<file path="src/rtl/store_unit_lite.sv">
// Store stage: MMU handshake, speculative queue, commit queue and D$ write port.
// Enqueue in the TLB-hit cycle with writeback one cycle later; stalls on TLB miss or a full speculative queue.
module store_unit_lite #(
  parameter int unsigned DEPTH_SPEC   = 4,
  parameter int unsigned DEPTH_COMMIT = 8
) (
  input  logic         clk_i,
  input  logic         rst_i,
  input  logic         flush_i,
  input  logic         valid_i,
  input  logic [84:0]  lsu_ctrl_i,
  output logic         pop_st_o,
  input  logic         commit_i,
  output logic         commit_ready_o,
  input  logic         amo_valid_commit_i,
  output logic         valid_o,
  output logic [2:0]   trans_id_o,
  output logic [31:0]  result_o,
  output logic [64:0]  ex_o,
  output logic         translation_req_o,
  output logic [31:0]  vaddr_o,
  input  logic [33:0]  paddr_i,
  input  logic [64:0]  ex_i,
  input  logic         dtlb_hit_i,
  input  logic [11:0]  page_offset_i,
  output logic         page_offset_matches_o,
  output logic         no_st_pending_o,
  output logic         store_buffer_empty_o,
  output logic [134:0] amo_req_o,
  input  logic [64:0]  amo_resp_i,
  input  logic [34:0]  req_port_i,
  output logic [76:0]  req_port_o
);

  typedef struct packed {
    logic        valid;
    logic [31:0] vaddr;
    logic        overflow;
    logic [31:0] data;
    logic [3:0]  be;
    logic [3:0]  fu;
    logic [7:0]  op;
    logic [2:0]  trans_id;
  } lsu_ctrl_t;

  typedef struct packed {
    logic [31:0] cause;
    logic [31:0] tval;
    logic        valid;
  } exc_t;

  typedef struct packed {
    logic [33:0] paddr;
    logic [31:0] data;
    logic [3:0]  be;
    logic [1:0]  size;
  } st_entry_t;

  typedef enum logic [1:0] {IDLE, VALID_STORE, WAIT_TRANSLATION, WAIT_STORE_READY} state_t;

  localparam int unsigned SPW = (DEPTH_SPEC > 1) ? $clog2(DEPTH_SPEC) : 1;
  localparam int unsigned SPC = $clog2(DEPTH_SPEC + 1);
  localparam int unsigned CMW = (DEPTH_COMMIT > 1) ? $clog2(DEPTH_COMMIT) : 1;
  localparam int unsigned CMC = $clog2(DEPTH_COMMIT + 1);

  state_t    state_q;
  lsu_ctrl_t lsu_ctrl, req_q, cur;
  exc_t      ex_in, ex_q;
  logic      valid_q;
  logic [2:0] tid_q;

  logic waiting, accept, pending, ex_hit, done;
  logic spec_full, spec_empty, com_full, com_empty;
  logic data_gnt, gnt_pop, commit_go, match;
  logic [1:0]  size;
  logic [63:0] data_dbl;
  st_entry_t   new_entry, head;

  st_entry_t             spec_mem [DEPTH_SPEC];
  logic [DEPTH_SPEC-1:0] spec_vld;
  logic [SPW-1:0]        spec_wr, spec_rd;
  logic [SPC-1:0]        spec_cnt;

  st_entry_t               com_mem [DEPTH_COMMIT];
  logic [DEPTH_COMMIT-1:0] com_vld;
  logic [CMW-1:0]          com_wr, com_rd;
  logic [CMC-1:0]          com_cnt;

  assign lsu_ctrl = lsu_ctrl_i;
  assign ex_in    = ex_i;
  assign data_gnt = req_port_i[34];

  // In the wait states the latched request is replayed; otherwise the live input is the request.
  assign waiting = (state_q == WAIT_TRANSLATION) || (state_q == WAIT_STORE_READY);
  assign accept  = valid_i && !waiting;
  assign pending = waiting || accept;
  assign cur     = waiting ? req_q : lsu_ctrl;

  assign spec_full  = (spec_cnt == SPC'(DEPTH_SPEC));
  assign spec_empty = (spec_cnt == '0);
  assign com_full   = (com_cnt == CMC'(DEPTH_COMMIT));
  assign com_empty  = (com_cnt == '0);

  assign ex_hit = pending && ex_in.valid && !flush_i;
  assign done   = pending && !ex_in.valid && dtlb_hit_i && !spec_full && !flush_i;

  assign gnt_pop        = !com_empty && data_gnt;
  assign commit_ready_o = !com_full || gnt_pop;
  assign commit_go      = commit_i && !spec_empty && commit_ready_o && !flush_i;

  always_comb begin
    case (cur.op)
      8'd42:   size = 2'd1;
      8'd44:   size = 2'd0;
      default: size = 2'd2;
    endcase
  end

  assign data_dbl  = {cur.data, cur.data} << {cur.vaddr[1:0], 3'b000};
  assign new_entry = '{paddr: paddr_i, data: data_dbl[63:32], be: cur.be, size: size};

  always_ff @(posedge clk_i) begin
    if (rst_i) begin
      state_q <= IDLE;
      req_q   <= '0;
      valid_q <= 1'b0;
      tid_q   <= '0;
      ex_q    <= '0;
    end else begin
      if (accept) req_q <= lsu_ctrl;
      valid_q <= done || ex_hit;
      ex_q    <= ex_hit ? ex_in : '0;
      if (done || ex_hit) tid_q <= cur.trans_id;
      if (flush_i)                     state_q <= IDLE;
      else if (done || ex_hit)         state_q <= VALID_STORE;
      else if (pending && !dtlb_hit_i) state_q <= WAIT_TRANSLATION;
      else if (pending)                state_q <= WAIT_STORE_READY;
      else                             state_q <= IDLE;
    end
  end

  always_ff @(posedge clk_i) begin
    if (done) spec_mem[spec_wr] <= new_entry;
    if (commit_go) com_mem[com_wr] <= spec_mem[spec_rd];
  end

  always_ff @(posedge clk_i) begin
    if (rst_i || flush_i) begin
      spec_wr  <= '0;
      spec_rd  <= '0;
      spec_cnt <= '0;
      spec_vld <= '0;
    end else begin
      if (done) begin
        spec_vld[spec_wr] <= 1'b1;
        spec_wr <= (spec_wr == SPW'(DEPTH_SPEC - 1)) ? '0 : spec_wr + SPW'(1);
      end
      if (commit_go) begin
        spec_vld[spec_rd] <= 1'b0;
        spec_rd <= (spec_rd == SPW'(DEPTH_SPEC - 1)) ? '0 : spec_rd + SPW'(1);
      end
      case ({done, commit_go})
        2'b10:   spec_cnt <= spec_cnt + SPC'(1);
        2'b01:   spec_cnt <= spec_cnt - SPC'(1);
        default: spec_cnt <= spec_cnt;
      endcase
    end
  end

  // Pop is applied before push so a full queue pushing and popping the same slot keeps it valid.
  always_ff @(posedge clk_i) begin
    if (rst_i) begin
      com_wr  <= '0;
      com_rd  <= '0;
      com_cnt <= '0;
      com_vld <= '0;
    end else begin
      if (gnt_pop) begin
        com_vld[com_rd] <= 1'b0;
        com_rd <= (com_rd == CMW'(DEPTH_COMMIT - 1)) ? '0 : com_rd + CMW'(1);
      end
      if (commit_go) begin
        com_vld[com_wr] <= 1'b1;
        com_wr <= (com_wr == CMW'(DEPTH_COMMIT - 1)) ? '0 : com_wr + CMW'(1);
      end
      case ({commit_go, gnt_pop})
        2'b10:   com_cnt <= com_cnt + CMC'(1);
        2'b01:   com_cnt <= com_cnt - CMC'(1);
        default: com_cnt <= com_cnt;
      endcase
    end
  end

  always_comb begin
    match = 1'b0;
    for (int i = 0; i < int'(DEPTH_SPEC); i++)
      if (spec_vld[i] && (spec_mem[i].paddr[11:2] == page_offset_i[11:2])) match = 1'b1;
    for (int i = 0; i < int'(DEPTH_COMMIT); i++)
      if (com_vld[i] && (com_mem[i].paddr[11:2] == page_offset_i[11:2])) match = 1'b1;
  end

  assign head = com_mem[com_rd];

  always_comb begin
    req_port_o = '0;
    if (!com_empty)
      req_port_o = {head.paddr[11:0], head.paddr[33:12], head.data, 1'b0, 1'b1, 1'b1,
                    head.be, head.size, 1'b0, 1'b0};
  end

  assign pop_st_o              = done || ex_hit;
  assign translation_req_o     = pending;
  assign vaddr_o               = cur.vaddr;
  assign valid_o               = valid_q;
  assign trans_id_o            = tid_q;
  assign result_o              = '0;
  assign ex_o                  = ex_q;
  assign amo_req_o             = '0;
  assign page_offset_matches_o = match;
  assign no_st_pending_o       = com_empty;
  assign store_buffer_empty_o  = spec_empty && com_empty;

  logic unused_ok;
  assign unused_ok = ^{amo_valid_commit_i, amo_resp_i, req_port_i[33:0], cur.valid,
                       cur.overflow, cur.fu, data_dbl[31:0]};

endmodule

</file>
<file path="config.mk">
export PLATFORM = sky130hd
export DESIGN_NAME = store_unit_lite
export DESIGN_NICKNAME = d
export VERILOG_FILES = /design/src/rtl/store_unit_lite.sv
export SDC_FILE = /design/constraint.sdc
export NUM_CORES = 1
export LEC_CHECK = 0
export BUFFER_PORTS_ARGS = -buffer_cell sky130_fd_sc_hd__buf_2
export CAP_MARGIN = 5
export CELL_PAD_IN_SITES_DETAIL_PLACEMENT = 0
export CELL_PAD_IN_SITES_GLOBAL_PLACEMENT = 1
export CORE_UTILIZATION = 52
export CTS_CLUSTER_SIZE = 8
export DETAILED_ROUTE_END_ITERATION = 10
export PLACE_DENSITY = 0.85
export SLEW_MARGIN = 25
export SYNTH_ARGS = -nofsm -noshare
export SYNTH_HDL_FRONTEND = slang
export SYNTH_SLANG_ARGS = --single-unit
</file>
<file path="constraint.sdc">
create_clock -name clk_i -period 7.7 [get_ports clk_i]
set_input_delay 1.54 -clock clk_i [delete_from_list [all_inputs] [get_ports clk_i]]
set_output_delay 1.54 -clock clk_i [all_outputs]
set_load 0.01 [all_outputs]
</file>
Yosys cells after proc, flatten, opt, wreduce, memory -nomap -nowiden
Memories as Yosys holds them, arrays and structs flattened. A register that Yosys moved wholly into a read port is not among the register bits.
Index checks and enable logic that the tools add are counted.
{"block": "classes", "addsub": 8, "magnitude_cmp": 8, "n_eq_ne": 26, "shift": 1, "n_mux": 46, "bitwise": 7, "reduce_logical": 49}
{"cell": "$eq 10x10->1", "n": 12}
{"cell": "$mux 84", "n": 1}
{"cell": "$mux 77", "n": 1}
{"cell": "$shl 64x5->64", "n": 1}
{"cell": "$logic_and 1x1->1", "n": 29}
{"cell": "$mux 8", "n": 3}
{"cell": "$mux 1", "n": 21}
{"cell": "$eq 8x6->1 const B", "n": 2}
{"cell": "$eq 2x2->1 const B", "n": 6}
{"cell": "$mux 2", "n": 6}
{"cell": "$mux 3", "n": 4}
{"cell": "$mux 4", "n": 3}
{"cell": "$add 3x1->3 const B", "n": 3}
{"cell": "$eq 3x3->1 const B", "n": 3}
{"cell": "$and 8x8->8", "n": 1}
{"cell": "$logic_not 1->1", "n": 8}
{"cell": "$lt 3x4->1 const B", "n": 2}
{"cell": "$not 8->8", "n": 1}
{"cell": "$or 8x8->8", "n": 1}
{"cell": "$pmux 4 s2", "n": 1}
{"cell": "$demux 1 s3", "n": 2}
{"cell": "$ge 3x1->1 const B", "n": 2}
{"cell": "$lt 2x3->1 const B", "n": 2}
{"cell": "$pmux 3 s2", "n": 1}
{"cell": "19 further kinds", "n": 29}
{"block": "word_totals", "reg_bits": 184, "ramBits": 864, "inputBits": 303, "out_inout_bits": 351, "wordCells": 169, "memories": 2}
{"memory": "com_mem", "depth": 8, "width": 72, "read_ports": 9, "rd_clocked_by_memory_dff": 1, "write_ports": 1, "line_no": "84", "rtl": "st_entry_t com_mem [DEPTH_COMMIT];"}
{"memory": "spec_mem", "depth": 4, "width": 72, "read_ports": 5, "rd_clocked_by_memory_dff": 1, "write_ports": 1, "line_no": "79", "rtl": "st_entry_t spec_mem [DEPTH_SPEC];"}

Longest topological paths before layout
An unclocked memory read counts as a cell.
{"block": "logic_depth", "ltp_word": 15, "mapped_depth": 11, "mapped_depth_nobuf": 10}

Least setup slack after synthesis
No wires, ideal clock.
{"block": "synth_path", "path_type": "input to register", "startpoint": "input port ex_i[0]", "endpoint": "memory spec_mem[0][0] (netlist bit), enable pin", "setup_time_ns": 0.439, "arrival_ns": 3.912, "required_time_ns": 7.261, "setup_slack_ns": 3.349, "path_stages": 3, "path_buffers": 0, "path_cell_list": "nand2b_1 a2111oi_4 and2_1"}
{"block": "synth_between", "elab_chain_cells": 7}
{"element": "start, declared", "line_no": "23", "rtl": "input logic [64:0] ex_i,"}
{"element": "$logic_not 1->1", "line_no": "105", "rtl": "assign done = pending && !ex_in.valid && dtlb_hit_i && !spec_full && !flush_i;"}
{"element": "$logic_and 1x1->1 (4 in a row)", "line_no": "105"}
{"element": "$mux 1", "line_no": "143", "rtl": "if (done) spec_mem[spec_wr] <= new_entry;"}
{"element": "$mux 1 (implied by the code)", "line_no": "143"}
{"element": "end, declared", "line_no": "79"}
Every way passes these cells.

==> flow_metrics.tcl <==
set metrics [dict create \
    r2r-end "spec_mem[3][26]" \
    setup-tns-final_ns 0 \
    path_clk_slew_ns 0.05 \
    slew-limit-headroom_pct 31.3 \
    synth-async-reset-ratio_pct 0 \
    cts-root-buf "clkbuf_16" \
    holdWs_ns 0.450 \
    holdPathEnd "req_q[77]" \
    grt_pass1_wl_um 156000 \
    cts_hold_buf 0 \
    ff2ff_setup_slack_ns 3.86 \
    drive_above_1_share_pct 29.5 \
    synth-compound-area-share_pct 2.11 \
    yosysUniqueCellTypes 49 \
    synth_fa_ha_area_share_pct 0.555 \
    dieArea_mm2 0.0843 \
    numCtsBuffers 148 \
    hold_class "reg2reg" \
    rows 105 \
    outcome "completed" \
    setup_slack_ns 2.52 \
    worstRegToRegCells 6 \
    cts.repair.resized 0 \
    fin_skew_ns 0.0494 \
    multi_input_area_mm2 0.0120 \
    clk_path_buf_depth 3 \
    finalSetupViolCount 0 \
    cts.htree.levels 4 \
    power.leakage_nw 17.3 \
    synth_ff_type "edfxtp_1" \
    cts_tree "done" \
    die_width_um 290 \
    nets 3301 \
    min_period_over_period_pct 67.3 \
    required_ns 6.16 \
    grt_setup_unrepaired "false" \
    grt_max_degree 80 \
    min_from "req_q[77]" \
    clkSinkCount 1047 \
    hpwl_um 67100 \
    maxCapViolCount 0 \
    worstSkewPairLatency_ns 0.73 \
    wl_per_cell_um 26.0 \
    pre_cts_ws_ns 2.80 \
    grt-ovfl-total 0 \
    rr_startpoint "state_q[1]" \
    seq_area_mm2 0.0296 \
    io_buffer_count 375 \
    powerDensity_mw_per_mm2 254 \
    postSynthAreaPerCell_um2 16.6 \
    grt_antenna_before_repair 22 \
    fmax_mhz 193 \
    fillers 5979 \
    synth-seq-cells 1047 \
    synth_cells 2599 \
    first_global_vias 24297 \
    drtAntennaViolNets 0 \
    fp.dieH_um 290 \
    ys_seq_area_share_pct 68.4 \
    peakVddDrop_mv 0.221 \
    cp-start-kind "flop" \
    core_area_mm2 0.0822 \
    wl_um 107000 \
    worst_setup_path_end_kind "primary output" \
    pin_count 654 \
    viasPerCell 5.72 \
    final_cell_mix "864 x edfxtp_1, 374 x buf_2, 216 x mux4_2, 177 x dfxtp_1, 174 x nand2_1" \
    worstHoldPathCells 2 \
    drtPass1Iterations 7 \
    place.gp.congestion 0.935 \
    area_delta_synth_final_pct 14.2 \
    hold_viol 0 \
    total_power_mw 12.5 \
    crit_arrival_ns 3.64 \
    worstMarginPinSlew_ns 1.03 \
    yosys.area_share.xor_xnor_pct 2.57 \
    drt_iter0_drc 1853 \
    grt_usage_pct 25.4 \
    synth_area_mm2 0.0433 \
    synthMuxAreaShare_pct 16.3 \
    cts_setup_buffers 0 \
    start_util_pct 52.6 \
    ys_warn_count 0 \
    synth_edf_count 864 \
    period_needed_ns 5.18 \
    synth_top_family_by_area "multiplexers" \
    final_common_cell "edfxtp_1" \
    criticalPathCategory "reg2out" \
    yosys.area_share.simple_pct 4.77 \
    worstPathMaxFanout 40 \
    drc 0 \
    vias 23475 \
    drv_slew 0 \
    final_util_pct 60.0 \
]
==> synthesized netlist by cell type (9+ instances only) <==
master	n	area share [%]
o21ai_0	9	0.10
nand4_1	25	0.36
buf_2	67	0.78
buf_1	11	0.095
mux2i_1	140	3.2
edfxtp_1	864	60
nand2_1	174	1.5
and3_1	64	0.93
dfxtp_1	183	8.5
xnor2_1	78	1.6
a21oi_1	136	1.6
mux2_2	67	1.7
nor4_1	12	0.17
mux4_2	216	11
inv_1	21	0.18
nor2_1	131	1.1
xor2_1	49	0.99
buf_4	214	3.7
clkbuf_1	51	0.44
ha_1	16	0.46
==> flip-flops by register name, indices dropped and copies added (netlist names), named ones only <==
register	cells
com_mem	576
spec_mem	288
req_q	79
ex_o	65
com_vld	8
com_cnt	4
spec_vld	4
com_rd	3
com_wr	3
spec_cnt	3
trans_id_o	3
spec_rd	2
spec_wr	2
state_q	1
valid_o	1
==> cell families (layout without fill, tap and decap cells) <==
family,Yosys count,in the layout
AOI/OAI and AO/OA,163,163
other,1,178
buffers and inverters,369,628
muxes,424,424
DFF,1047,1047
and+or+nand+nor,450,450
xor gates and xnor gates,127,127
adders and majority gates,18,18
==> power by group <==
part           total (mW)  leakage [nW]  switching, mW  internal, mW
registers            6.20          9.27         0.0269          6.17
clock network        5.83          1.99           2.32          3.51
logic               0.520          6.08          0.342         0.179
total                12.5          17.3           2.68          9.86
==> worst max path at each step <==
stage | startpoint | endpoint | cells after the start
after global placement | ex_i[0] | pop_st_o | 6
final | flop | req_port_o[67] | 5
after CTS | flop | req_port_o[67] | 5
after global routing | flop | req_port_o[67] | 5
after floorplan | ex_i[0] | spec_mem[0][0] | 3
after detailed placement | ex_i[0] | pop_st_o | 6
==> layer usage <==
metal	share of wire, %	global-route usage [%]
met1	37	30.3
met5	0.065	0
met3	7.0	5.22
met4	5.2	13.3
met2	51	43.6
==> worst max-delay path, cell delays in order (launching register included) <==
cell     delay, ns
dfxtp_4       0.87
buf_4         0.72
mux4_2        0.60
mux2i_1       0.49
nor2_1        0.08
buf_2         0.17
==> stage by stage <==
stage / instance area (um^2) / instances
after global routing: 49400 / 4099
after global placement: 45200 / 3899
after floorplan: 43900 / 2768
after CTS: 49300 / 4096
after detailed placement: 45200 / 3899
final: 49400 / 4105
==> area by class of cell <==
| cell class | count | area share [%] |
|---|---|---|
| antenna | 8 | 0.0405 |
| clock inverter | 12 | 0.441 |
| sequential | 1047 | 60.0 |
| clock buffer | 185 | 7.87 |
| inverter | 25 | 0.236 |
| timing repair buffer | 406 | 4.32 |
| tap | 1070 | 2.71 |
| multi-input combinational | 1352 | 24.4 |
Power figures use the tool's default switching activity.
